## src/rtl/writeback_arbiter.sv

```systemverilog
// Register-file write-port arbiter: the pipeline writeback has priority over long-latency results.
// Long-latency results wait in a small FIFO. A pending scoreboard marks destination registers still in flight.
module writeback_arbiter #(
  parameter int FIFO_DEPTH = 4,
  parameter int XLEN       = 32,
  parameter int RA_W       = 5
) (
  input  logic                          clk,
  input  logic                          rst_n,
  input  logic                          pipe_valid,
  input  logic [RA_W-1:0]               pipe_rd,
  input  logic [XLEN-1:0]               pipe_data,
  input  logic                          lu_valid,
  output logic                          lu_ready,
  input  logic [RA_W-1:0]               lu_rd,
  input  logic [XLEN-1:0]               lu_data,
  input  logic                          issue_valid,
  input  logic [RA_W-1:0]               issue_rd,
  input  logic [RA_W-1:0]               rs1,
  input  logic [RA_W-1:0]               rs2,
  output logic                          rs1_busy,
  output logic                          rs2_busy,
  output logic                          we,
  output logic [RA_W-1:0]               writeIndex,
  output logic [XLEN-1:0]               data,
  output logic [$clog2(FIFO_DEPTH):0]   fifo_count,
  output logic                          sb_err
);

  localparam int PW   = $clog2(FIFO_DEPTH);
  localparam int CW   = PW + 1;
  localparam int NREG = 1 << RA_W;

  logic [RA_W-1:0] rd_mem   [FIFO_DEPTH];
  logic [XLEN-1:0] data_mem [FIFO_DEPTH];

  logic [PW-1:0]   wr_ptr_reg, rd_ptr_reg;
  logic [CW-1:0]   count_reg, count_next;
  logic [NREG-1:0] pending_reg, pending_next;
  logic            sb_err_reg, sb_err_next;

  logic            push, pop, pipe_sel;
  logic [RA_W-1:0] head_rd;
  logic [XLEN-1:0] head_data;

  // Acceptance looks only at the current count, so a full FIFO refuses even on a popping edge.
  assign lu_ready  = rst_n & (count_reg < CW'(FIFO_DEPTH));
  assign push      = lu_valid & lu_ready & (lu_rd != '0);
  assign pipe_sel  = pipe_valid & (pipe_rd != '0);
  assign pop       = ~pipe_sel & (count_reg != '0);
  assign head_rd   = rd_mem[rd_ptr_reg];
  assign head_data = data_mem[rd_ptr_reg];

  assign fifo_count = count_reg;
  assign sb_err     = sb_err_reg;
  assign rs1_busy   = pending_reg[rs1] & (rs1 != '0);
  assign rs2_busy   = pending_reg[rs2] & (rs2 != '0);

  always_comb begin
    count_next = count_reg;
    case ({push, pop})
      2'b10:   count_next = count_reg + CW'(1);
      2'b01:   count_next = count_reg - CW'(1);
      default: count_next = count_reg;
    endcase
  end

  // Clear for the popped head first, so an issue to the same register on this edge wins.
  always_comb begin
    pending_next = pending_reg;
    sb_err_next  = sb_err_reg;
    if (pop) begin
      pending_next[head_rd] = 1'b0;
    end
    if (issue_valid && (issue_rd != '0)) begin
      pending_next[issue_rd] = 1'b1;
      if (pending_reg[issue_rd]) begin
        sb_err_next = 1'b1;
      end
    end
    pending_next[0] = 1'b0;
  end

  always_ff @(posedge clk) begin
    if (push) begin
      rd_mem[wr_ptr_reg]   <= lu_rd;
      data_mem[wr_ptr_reg] <= lu_data;
    end
  end

  always_ff @(posedge clk) begin
    if (!rst_n) begin
      wr_ptr_reg  <= '0;
      rd_ptr_reg  <= '0;
      count_reg   <= '0;
      pending_reg <= '0;
      sb_err_reg  <= 1'b0;
    end else begin
      if (push) wr_ptr_reg <= wr_ptr_reg + PW'(1);
      if (pop)  rd_ptr_reg <= rd_ptr_reg + PW'(1);
      count_reg   <= count_next;
      pending_reg <= pending_next;
      sb_err_reg  <= sb_err_next;
    end
  end

  // writeIndex/data hold their last values on idle cycles; only we drops.
  always_ff @(posedge clk) begin
    if (!rst_n) begin
      we         <= 1'b0;
      writeIndex <= '0;
      data       <= '0;
    end else if (pipe_sel) begin
      we         <= 1'b1;
      writeIndex <= pipe_rd;
      data       <= pipe_data;
    end else if (pop) begin
      we         <= 1'b1;
      writeIndex <= head_rd;
      data       <= head_data;
    end else begin
      we         <= 1'b0;
    end
  end

endmodule

```

## config.mk

```make
export PLATFORM = sky130hd
export DESIGN_NAME = writeback_arbiter
export DESIGN_NICKNAME = d
export VERILOG_FILES = /design/src/rtl/writeback_arbiter.sv
export SDC_FILE = /design/constraint.sdc
export NUM_CORES = 1
export LEC_CHECK = 0
export CORE_MARGIN = 2
export CORE_UTILIZATION = 35
export CTS_BUF_LIST = sky130_fd_sc_hd__clkbuf_8
export DETAILED_ROUTE_END_ITERATION = 8
export HOLD_SLACK_MARGIN = 0.12
export SLEW_MARGIN = 20
export SYNTH_ARGS = -nofsm -noshare
export SYNTH_HDL_FRONTEND = slang
export SYNTH_SLANG_ARGS = --single-unit
```

## constraint.sdc

```tcl
create_clock -name clk -period 6 [get_ports clk]
set_input_delay 0.6 -clock clk [delete_from_list [all_inputs] [get_ports clk]]
set_output_delay 0.6 -clock clk [all_outputs]
set_load 0.005 [all_outputs]
```

==> results of run 1 <==
cell families after synthesis:
| kind of cell | synth area share (%) |
|---|---|
| compound gates | 8.88 |
| xor+xnor | 0.459 |
| simple gates | 8.80 |
| buf+inv | 2.49 |
| mux | 15.3 |
| fa+ha+maj | 0.866 |
| flops | 63.2 |
path summary, 6_finish.rpt:
path             start        endpoint  slack (ns)  cells after the start
min reg2reg    data[2]         data[2]        0.48                      2
min            data[2]         data[2]        0.48                      2
max reg2reg  flip-flop  pending_reg[1]        3.22                      5
max             rs2[0]        rs2_busy        2.40                      6
cell usage after synthesis (3+ instances only):
cell type | instances | area share (%)
nand2_1 | 97 | 3.8
mux2i_1 | 10 | 1.0
edfxtp_1 | 148 | 47
and2_1 | 8 | 0.52
nand4_1 | 3 | 0.20
buf_1 | 6 | 0.24
nor3_1 | 6 | 0.31
o21ai_1 | 6 | 0.31
o211ai_1 | 18 | 1.4
a32o_1 | 4 | 0.42
o211ai_2 | 7 | 0.92
nand3_1 | 10 | 0.52
mux4_2 | 59 | 14
clkbuf_1 | 30 | 1.2
dfxtp_1 | 79 | 17
nor2b_1 | 8 | 0.52
nor2_1 | 46 | 1.8
buf_2 | 10 | 0.52
o21ai_0 | 23 | 1.2
xnor2_1 | 3 | 0.28
mux2_2 | 3 | 0.35
a21oi_1 | 12 | 0.63
inv_1 | 11 | 0.43
ha_1 | 5 | 0.66
nand3b_1 | 4 | 0.31
a311oi_1 | 37 | 3.4
layout make-up:
class / instances / area share, %
sequential: 227 / 50.1
multi-input combinational: 389 / 27.4
timing repair buffer: 143 / 11.8
clock buffer: 47 / 5.38
tap: 341 / 3.55
clock inverter: 25 / 1.28
inverter: 14 / 0.437
antenna: 1 / 0.0208
stage by stage:
step | instances | setup slack [ns] | instance area [µm²] | hold slack [ns] | power, µW
6_report | 1187 | 2.40 | 12000 | 0.482 | 4310
2_1_floorplan | 676 | 3.29 | 9540 | 0.463 | 2510
4_1_cts | 1186 | 2.36 | 12000 | 0.485 | 4370
5_1_grt | 1186 | 2.25 | 12000 | 0.501 | 4530
3_5_place_dp | 1114 | 2.35 | 11200 | 0.474 | 2940
3_3_place_gp | 1114 | 2.37 | 11200 | 0.464 | 2940
cell usage in the layout (no fill, tap or decap), types with 10 or more instances in the layout:
cell,synthesis,layout
a311oi_1,37,37
nor2_1,46,46
o21ai_0,23,23
dfxtp_1,79,77
nand2_1,97,97
nand3_1,10,10
clkbuf_8,0,47
o211ai_1,18,18
mux2i_1,10,10
mux4_2,59,59
clkdlybuf4s50_1,0,138
a21oi_1,12,12
inv_1,11,25
edfxtp_1,148,148
critical path: stages:
cell and delay, ns:
clkdlybuf4s50_1 0.79, mux4_2 0.56, mux4_2 0.47, nor2_1 0.10, a21oi_1 0.05, clkdlybuf4s50_1 0.44
routing by layer:
| layer | vias to the layer above | GRT usage (%) | routed length, µm |
|---|---|---|---|
| li1 | 2903 | - | - |
| met3 | 39 | 4.23 | 1710 |
| met1 | 3077 | 22.1 | 10300 |
| met2 | 196 | 26.5 | 11000 |
| met5 | - | 0 | 13 |
| met4 | 2 | 4.24 | 394 |
power groups by stage:
stage | clock, µW | combinational, µW | sequential [µW]
after floorplan | 0 | 645 | 1860
final | 1420 | 1000 | 1890
after global routing | 1520 | 1100 | 1910
after CTS | 1450 | 1020 | 1890
after detailed placement | 0 | 1020 | 1920
after global placement | 0 | 1010 | 1920
==> impl_metrics.csv, run 1 <==
group,metric,value,unit
global_routing,grt_pass1_wl,36.3,mm
finish,largest_reg_flops,128,
synthesis,ys_ff_latch,227,
run,maxCapViolCount,0,
worst_setup_path,critPathArrivalTime,3.00,ns
global_routing,overflow,0,
routing,dr.pass1.iters,5,
routing,routedWlPerCell,19.8,µm
power,pwr-share-seq,43.8,%
power,swShare,29.3,%
power,clkPwrFrac,32.9,%
worst_setup_path,cp-start-kind,"primary input",
clocking,post_cts_buffers,0,
power,internal_power,3040,µW
finish,multi_input_area,3300,µm²
timing,relSlewSlack,30.0,%
clocking,numCtsBuffers,40,
power,switchingPower,1260,µW
timing,fin_crit_sh,60.1,%
timing,tns,0,ns
finish,final-seq-area,6030,µm²
global_routing,antenna_found_initial,2,
power,ir_worst_vdd,0.209,mV
floorplan,core-area,26900,µm²
timing,fmax,0.277,GHz
floorplan,die_h,169,µm
finish,area_growth,26.1,%
clocking,cts.path.max_buffers,3,
timing,setup_viol,0,
floorplan,die_w,169,µm
routing,wl,23.5,mm
global_routing,grt_pass1_vias,6468,
timing,slew_violations,0,
power,powerDensity,358,nW/µm²
routing,drc,0,
status,status,"finished clean",
timing,fin_skew,0.0222,ns
synthesis,ys.flop_type,"edfxtp_1",
worst_setup_path,crit_path_end_kind,"primary output",
floorplan,rows,60,
finish,fin_util,44.7,%
synthesis,syn_nets,776,
finish,fillers,2435,
power,combPwrFrac,23.3,%
place,io_buffers,138,
worst_setup_path,crit_type,"primary input to primary output",
clocking,clockRootBuffer,"clkbuf_8",
worst_setup_path,cp_max_fo,8,
place,place_hpwl,15.1,mm
routing,drt-initial-drc-count,455,
synthesis,synth_edf_count,148,
synthesis,synth_cell_types,44,
timing,tightestPinTransition,1.05,ns
routing,final_antenna_net_count,0,
global_routing,grt_start_max_net_pins,46,
routing,vias,6217,
floorplan,initial_core_util,35.5,%
finish,nets,915,
hold_path,hp-class,"flip-flop to flip-flop",
timing,hold_viol,0,
timing,fin_crit,3.60,ns
timing,rsz0062_at_grt,"false",
clocking,clock_latency,0.53,ns
clocking,hold_buffers,0,
clocking,ctsResizeCount,0,
clocking,clk_pin_slew,0.05,ns
synthesis,syn_inst,676,
finish,drive_gt1_share,16.6,%
floorplan,dieArea,28600,µm²
synthesis,ys_async_sr_fraction,0,%
synthesis,syn_area,9540,µm²
synthesis,synth_seq_area_share,63.2,%
floorplan,io_pins,139,
global_routing,grt_use_total,16.4,%
synthesis,synth_area_per_cell,14.1,µm²
place,gp_congestion,0.785,
clocking,clkSinkCount,227,
clocking,cts_tree,"done",
clocking,cts_htree_levels,2,
routing,avgViaCountPerCell,5.24,
synthesis,yosys_warnings,0,
worst_setup_path,critPathRequiredTime,5.40,ns
power,p_leak,0.00399,µW
No activity file was read; power rests on OpenSTA's default activity.
==> inputs of run 2 (changes only) <==
==> constraint.sdc (replaced) <==
create_clock -name clk -period 3 [get_ports clk]
set_input_delay 0.3 -clock clk [delete_from_list [all_inputs] [get_ports clk]]
set_output_delay 0.3 -clock clk [all_outputs]
set_load 0.005 [all_outputs]
==> impl_metrics.csv, run 2 (synthesis gave the netlist of run 1 again) <==
group,metric,value,unit
status,status,"finished clean",
worst_setup_path,crit_path_end_kind,"primary output",
power,p_leak,0.00412,µW
place,place_hpwl,16.5,mm
global_routing,antenna_found_initial,2,
timing,relSlewSlack,65.8,%
worst_setup_path,cp-start-kind,"primary input",
routing,wl,24.1,mm
finish,final_common_cell,"edfxtp_1",
floorplan,core-area,26900,µm²
power,ir_worst_vdd,0.390,mV
clocking,clock_latency,0.51,ns
finish,multi_input_area,3300,µm²
finish,area_growth,28.3,%
timing,worst_hold_slack,0.382,ns
floorplan,rows,60,
global_routing,grt_pass1_wl,37.6,mm
global_routing,grt_use_total,17.0,%
clocking,hold_buffers,0,
finish,largest_reg_flops,128,
finish,final-seq-area,6030,µm²
finish,diodes,0,
clocking,post_cts_buffers,0,
clocking,clockRootBuffer,"clkbuf_8",
clocking,clkSinkCount,227,
finish,fin_util,45.5,%
routing,avgViaCountPerCell,5.26,
timing,hold_viol,0,
routing,drt-initial-drc-count,383,
place,gp_congestion,0.817,
timing,fmax,0.352,GHz
timing,fin_skew,0.0193,ns
clocking,cts_tree,"done",
place,io_buffers,138,
timing,tightestPinTransition,0.513,ns
clocking,numCtsBuffers,39,
worst_setup_path,cp_max_fo,8,
routing,dr.pass1.iters,5,
power,powerDensity,706,nW/µm²
run,maxCapViolCount,0,
routing,routedWlPerCell,20.0,µm
timing,slew_violations,0,
hold_path,hp-class,"primary input to flip-flop",
routing,drc,0,
floorplan,io_pins,139,
worst_setup_path,critPathRequiredTime,2.70,ns
finish,drive_gt1_share,18.8,%
floorplan,die_w,169,µm
global_routing,overflow,0,
timing,fin_crit,2.84,ns
finish,final_cell_mix,"edfxtp_1 (148), clkdlybuf4s50_1 (138), nand2_1 (97), dfxtp_1 (77), mux4_2 (59)",
clocking,cts_htree_levels,2,
global_routing,grt_start_max_net_pins,41,
routing,final_antenna_net_count,0,
timing,setup_viol,0,
clocking,clk_pin_slew,0.06,ns
floorplan,initial_core_util,35.5,%
worst_setup_path,critPathArrivalTime,2.54,ns
global_routing,grt_pass1_vias,6626,
timing,rsz0062_at_grt,"false",
floorplan,die_h,169,µm
finish,nets,940,
finish,fillers,2430,
routing,vias,6351,
floorplan,dieArea,28600,µm²
clocking,cts.path.max_buffers,3,
timing,fin_crit_sh,94.8,%
worst_setup_path,crit_type,"primary input to primary output",
clocking,ctsResizeCount,0,
run 2: power by group:
part / internal, µW / total (µW) / switching (µW) / leakage, µW
clock: 1580 / 2780 / 1200 / 0.000446
sequential: 3560 / 3700 / 139 / 0.00199
combinational: 988 / 2150 / 1160 / 0.00168
total: 6130 / 8630 / 2510 / 0.00412
run 2: path summary, 6_finish.rpt:
| path | from | end | slack [ns] | cells past startpoint |
|---|---|---|---|---|
| worst max-delay path | rs1[0] | rs1_busy | 0.16 | 7 |
| worst min-delay path | pipe_data[4] | data[4] | 0.38 | 3 |
| worst max register to register | flip-flop | pending_reg[17] | 0.71 | 4 |
| worst min register to register | data[20] | data[20] | 0.48 | 2 |
run 2: routing by layer:
metal,up-vias,wire [µm],track usage (%),part of all wire [%]
met5,-,31,0,0.13
met4,4,512,5.31,2.1
met3,39,1660,4.42,6.9
met2,201,11600,27.9,48
met1,3154,10300,22.4,43
li1,2953,-,-,-
run 2: stage by stage:
stage | total power (µW) | TNS [ns] | std cells | setup WS [ns] | cell area (µm²)
5_1_grt | 9110 | 0 | 1208 | 0.0265 | 12200
2_1_floorplan | 5010 | 0 | 676 | 0.590 | 9540
6_report | 8630 | 0 | 1208 | 0.156 | 12200
3_3_place_gp | 5930 | 0 | 1140 | 0.0298 | 11500
4_1_cts | 8780 | 0 | 1208 | 0.150 | 12200
3_5_place_dp | 5960 | -0.0265 | 1140 | -0.0265 | 11500
run 2: layout make-up:
type / count / area share (%)
multi-input combinational: 389 / 26.9
timing repair buffer: 169 / 13.5
clock buffer: 43 / 4.84
tap: 341 / 3.49
sequential: 227 / 49.3
inverter: 14 / 0.430
clock inverter: 25 / 1.52
run 2: critical path, cell delays in order:
cell and delay (ns):
clkdlybuf4s50_1 0.46, buf_4 0.20, mux4_2 0.52, mux4_2 0.48
nor2_1 0.10, a21oi_1 0.04, clkdlybuf4s50_1 0.44
==> inputs of run 3 (changes only) <==
--- a/config.mk
+++ b/config.mk
@@ -5,11 +5,13 @@
 export SDC_FILE = /design/constraint.sdc
 export NUM_CORES = 1
 export LEC_CHECK = 0
-export CORE_MARGIN = 2
+export CORE_ASPECT_RATIO = 1.2
+export CORE_MARGIN = 3
 export CORE_UTILIZATION = 35
 export CTS_BUF_LIST = sky130_fd_sc_hd__clkbuf_8
 export DETAILED_ROUTE_END_ITERATION = 8
 export HOLD_SLACK_MARGIN = 0.12
+export SKIP_CTS_REPAIR_TIMING = 1
 export SLEW_MARGIN = 20
 export SYNTH_ARGS = -nofsm -noshare
 export SYNTH_HDL_FRONTEND = slang
==> impl_metrics.csv, run 3 (synthesis gave the netlist of run 1 again) <==
group,metric,value,unit
status,status,"finished clean",
worst_setup_path,cp-start-kind,"primary input",
timing,fmax,0.357,GHz
place,io_buffers,138,
clocking,cts_tree,"done",
worst_setup_path,crit_path_end_kind,"primary output",
global_routing,grt_pass1_vias,6635,
global_routing,antenna_found_initial,1,
clocking,clkSinkCount,227,
timing,fin_crit,2.80,ns
clocking,numCtsBuffers,38,
worst_setup_path,cp_max_fo,8,
timing,setup_viol,0,
routing,drt-initial-drc-count,235,
worst_setup_path,critPathMaxStageDelay,0.51,ns
worst_setup_path,crit_cells,7,
finish,fin_cells,1197,
floorplan,initial_core_util,35.9,%
clocking,clock_latency,0.52,ns
floorplan,io_pins,139,
worst_setup_path,r2r_setup_slack,0.69,ns
worst_setup_path,crit_path_start,"rs2[0]",
power,ir_worst_vdd,0.494,mV
floorplan,dieArea,29300,µm²
timing,rsz0062_at_grt,"false",
floorplan,core-area,26600,µm²
routing,routedWlPerCell,19.4,µm
worst_setup_path,cp_slowest_cell,"mux4_2",
routing,dr.pass1.iters,5,
routing,avgViaCountPerCell,5.22,
global_routing,grt_use_total,16.1,%
power,p_leak,0.00410,µW
timing,relSlewSlack,51.0,%
place,dp_cells,1131,
worst_setup_path,cp-endpoint,"rs2_busy",
routing,final_antenna_net_count,0,
worst_setup_path,cp_top_family,"buffers and inverters",
routing,vias,6249,
finish,final_common_cell,"edfxtp_1",
power,powerDensity,705,nW/µm²
global_routing,grt_start_max_net_pins,45,
floorplan,die_w,157,µm
timing,tightestPinTransition,0.734,ns
worst_setup_path,critPathRequiredTime,2.70,ns
worst_setup_path,reg2reg_to,"pending_reg[17]",
clocking,clk_pin_slew,0.06,ns
worst_setup_path,crit_chain,"clkdlybuf4s50_1 -> buf_12 -> mux4_2 -> mux4_2 -> nor2_1 -> a21oi_1 -> clkdlybuf4s50_1",
clocking,cts.path.max_buffers,3,
timing,hold_viol,0,
worst_setup_path,reg2reg_depth,4,
place,place_hpwl,15.7,mm
floorplan,die_h,187,µm
worst_setup_path,crit_buf_inv,3,
finish,largest_reg_flops,128,
timing,fin_crit_sh,93.4,%
clocking,clockRootBuffer,"clkbuf_8",
finish,nets,936,
worst_setup_path,crit_type,"primary input to primary output",
routing,drc,0,
hold_path,hp-class,"primary input to flip-flop",
finish,area_growth,28.4,%
run,maxCapViolCount,0,
timing,tns,0,ns
finish,drive_gt1_share,18.9,%
timing,fin_skew,0.0192,ns
global_routing,overflow,0,
finish,diodes,0,
floorplan,rows,65,
worst_setup_path,critPathArrivalTime,2.50,ns
place,gp_congestion,0.805,
clocking,cts_htree_levels,2,
global_routing,grt_pass1_wl,37.2,mm
finish,final_cell_mix,"edfxtp_1 (148), clkdlybuf4s50_1 (138), nand2_1 (97), dfxtp_1 (77), mux4_2 (59)",
timing,slew_violations,0,
routing,wl,23.3,mm
==> run 3: final cells by class <==
cell class / count / area [µm²]
clock buffer: 47 / 647
clock inverter: 19 / 141
fill: 2404 / 14300
inverter: 14 / 52.6
multi-input combinational: 389 / 3300
sequential: 227 / 6030
tap: 335 / 419
timing repair buffer: 166 / 1670
==> run 3: worst min-delay path by stage <==
stage                              from             end  slack, ns  depth (start not counted)
after floorplan              lu_data[0]  data_mem[0][0]       0.40                          0
after detailed placement        data[3]         data[3]       0.47                          2
after global routing       pipe_data[9]         data[9]       0.37                          3
final                     pipe_data[24]        data[24]       0.38                          3
after global placement         data[11]        data[11]       0.46                          2
after CTS                 pipe_data[18]        data[18]       0.35                          3
==> run 3: stage by stage <==
stage	total power [µW]	instance area, µm²	hold WS (ns)	worst slack [ns]	utilization, %
global route	9110	12300	0.369	0.0945	46.1
CTS	8790	12300	0.350	0.188	46.1
floorplan	5010	9540	0.399	0.590	-
finish	8640	12300	0.381	0.199	46.1
global placement	5940	11500	0.464	0.0281	43.1
detailed placement	5940	11500	0.470	0.000217	43.1
==> run 3: worst register-to-register path, cell delays in order (launching register included) <==
cell and delay [ns]:
dfxtp_2 0.56, mux4_2 0.63, or4_1 0.69, o211ai_2 0.22, o21ai_0 0.10
==> run 3: metal layers <==
layer / wire [µm] / global-route usage (%)
met1: 9350 / 20.2
met4: 422 / 4.14
met2: 11900 / 27.9
met3: 1580 / 3.61
met5: 8 / 0
==> run 3: where the power goes <==
part	internal, µW	leakage [µW]	switching (µW)
Combinational	986	0.00167	1130
Sequential	3560	0.00199	160
Clock	1590	0.000438	1220
Total	6140	0.00410	2500
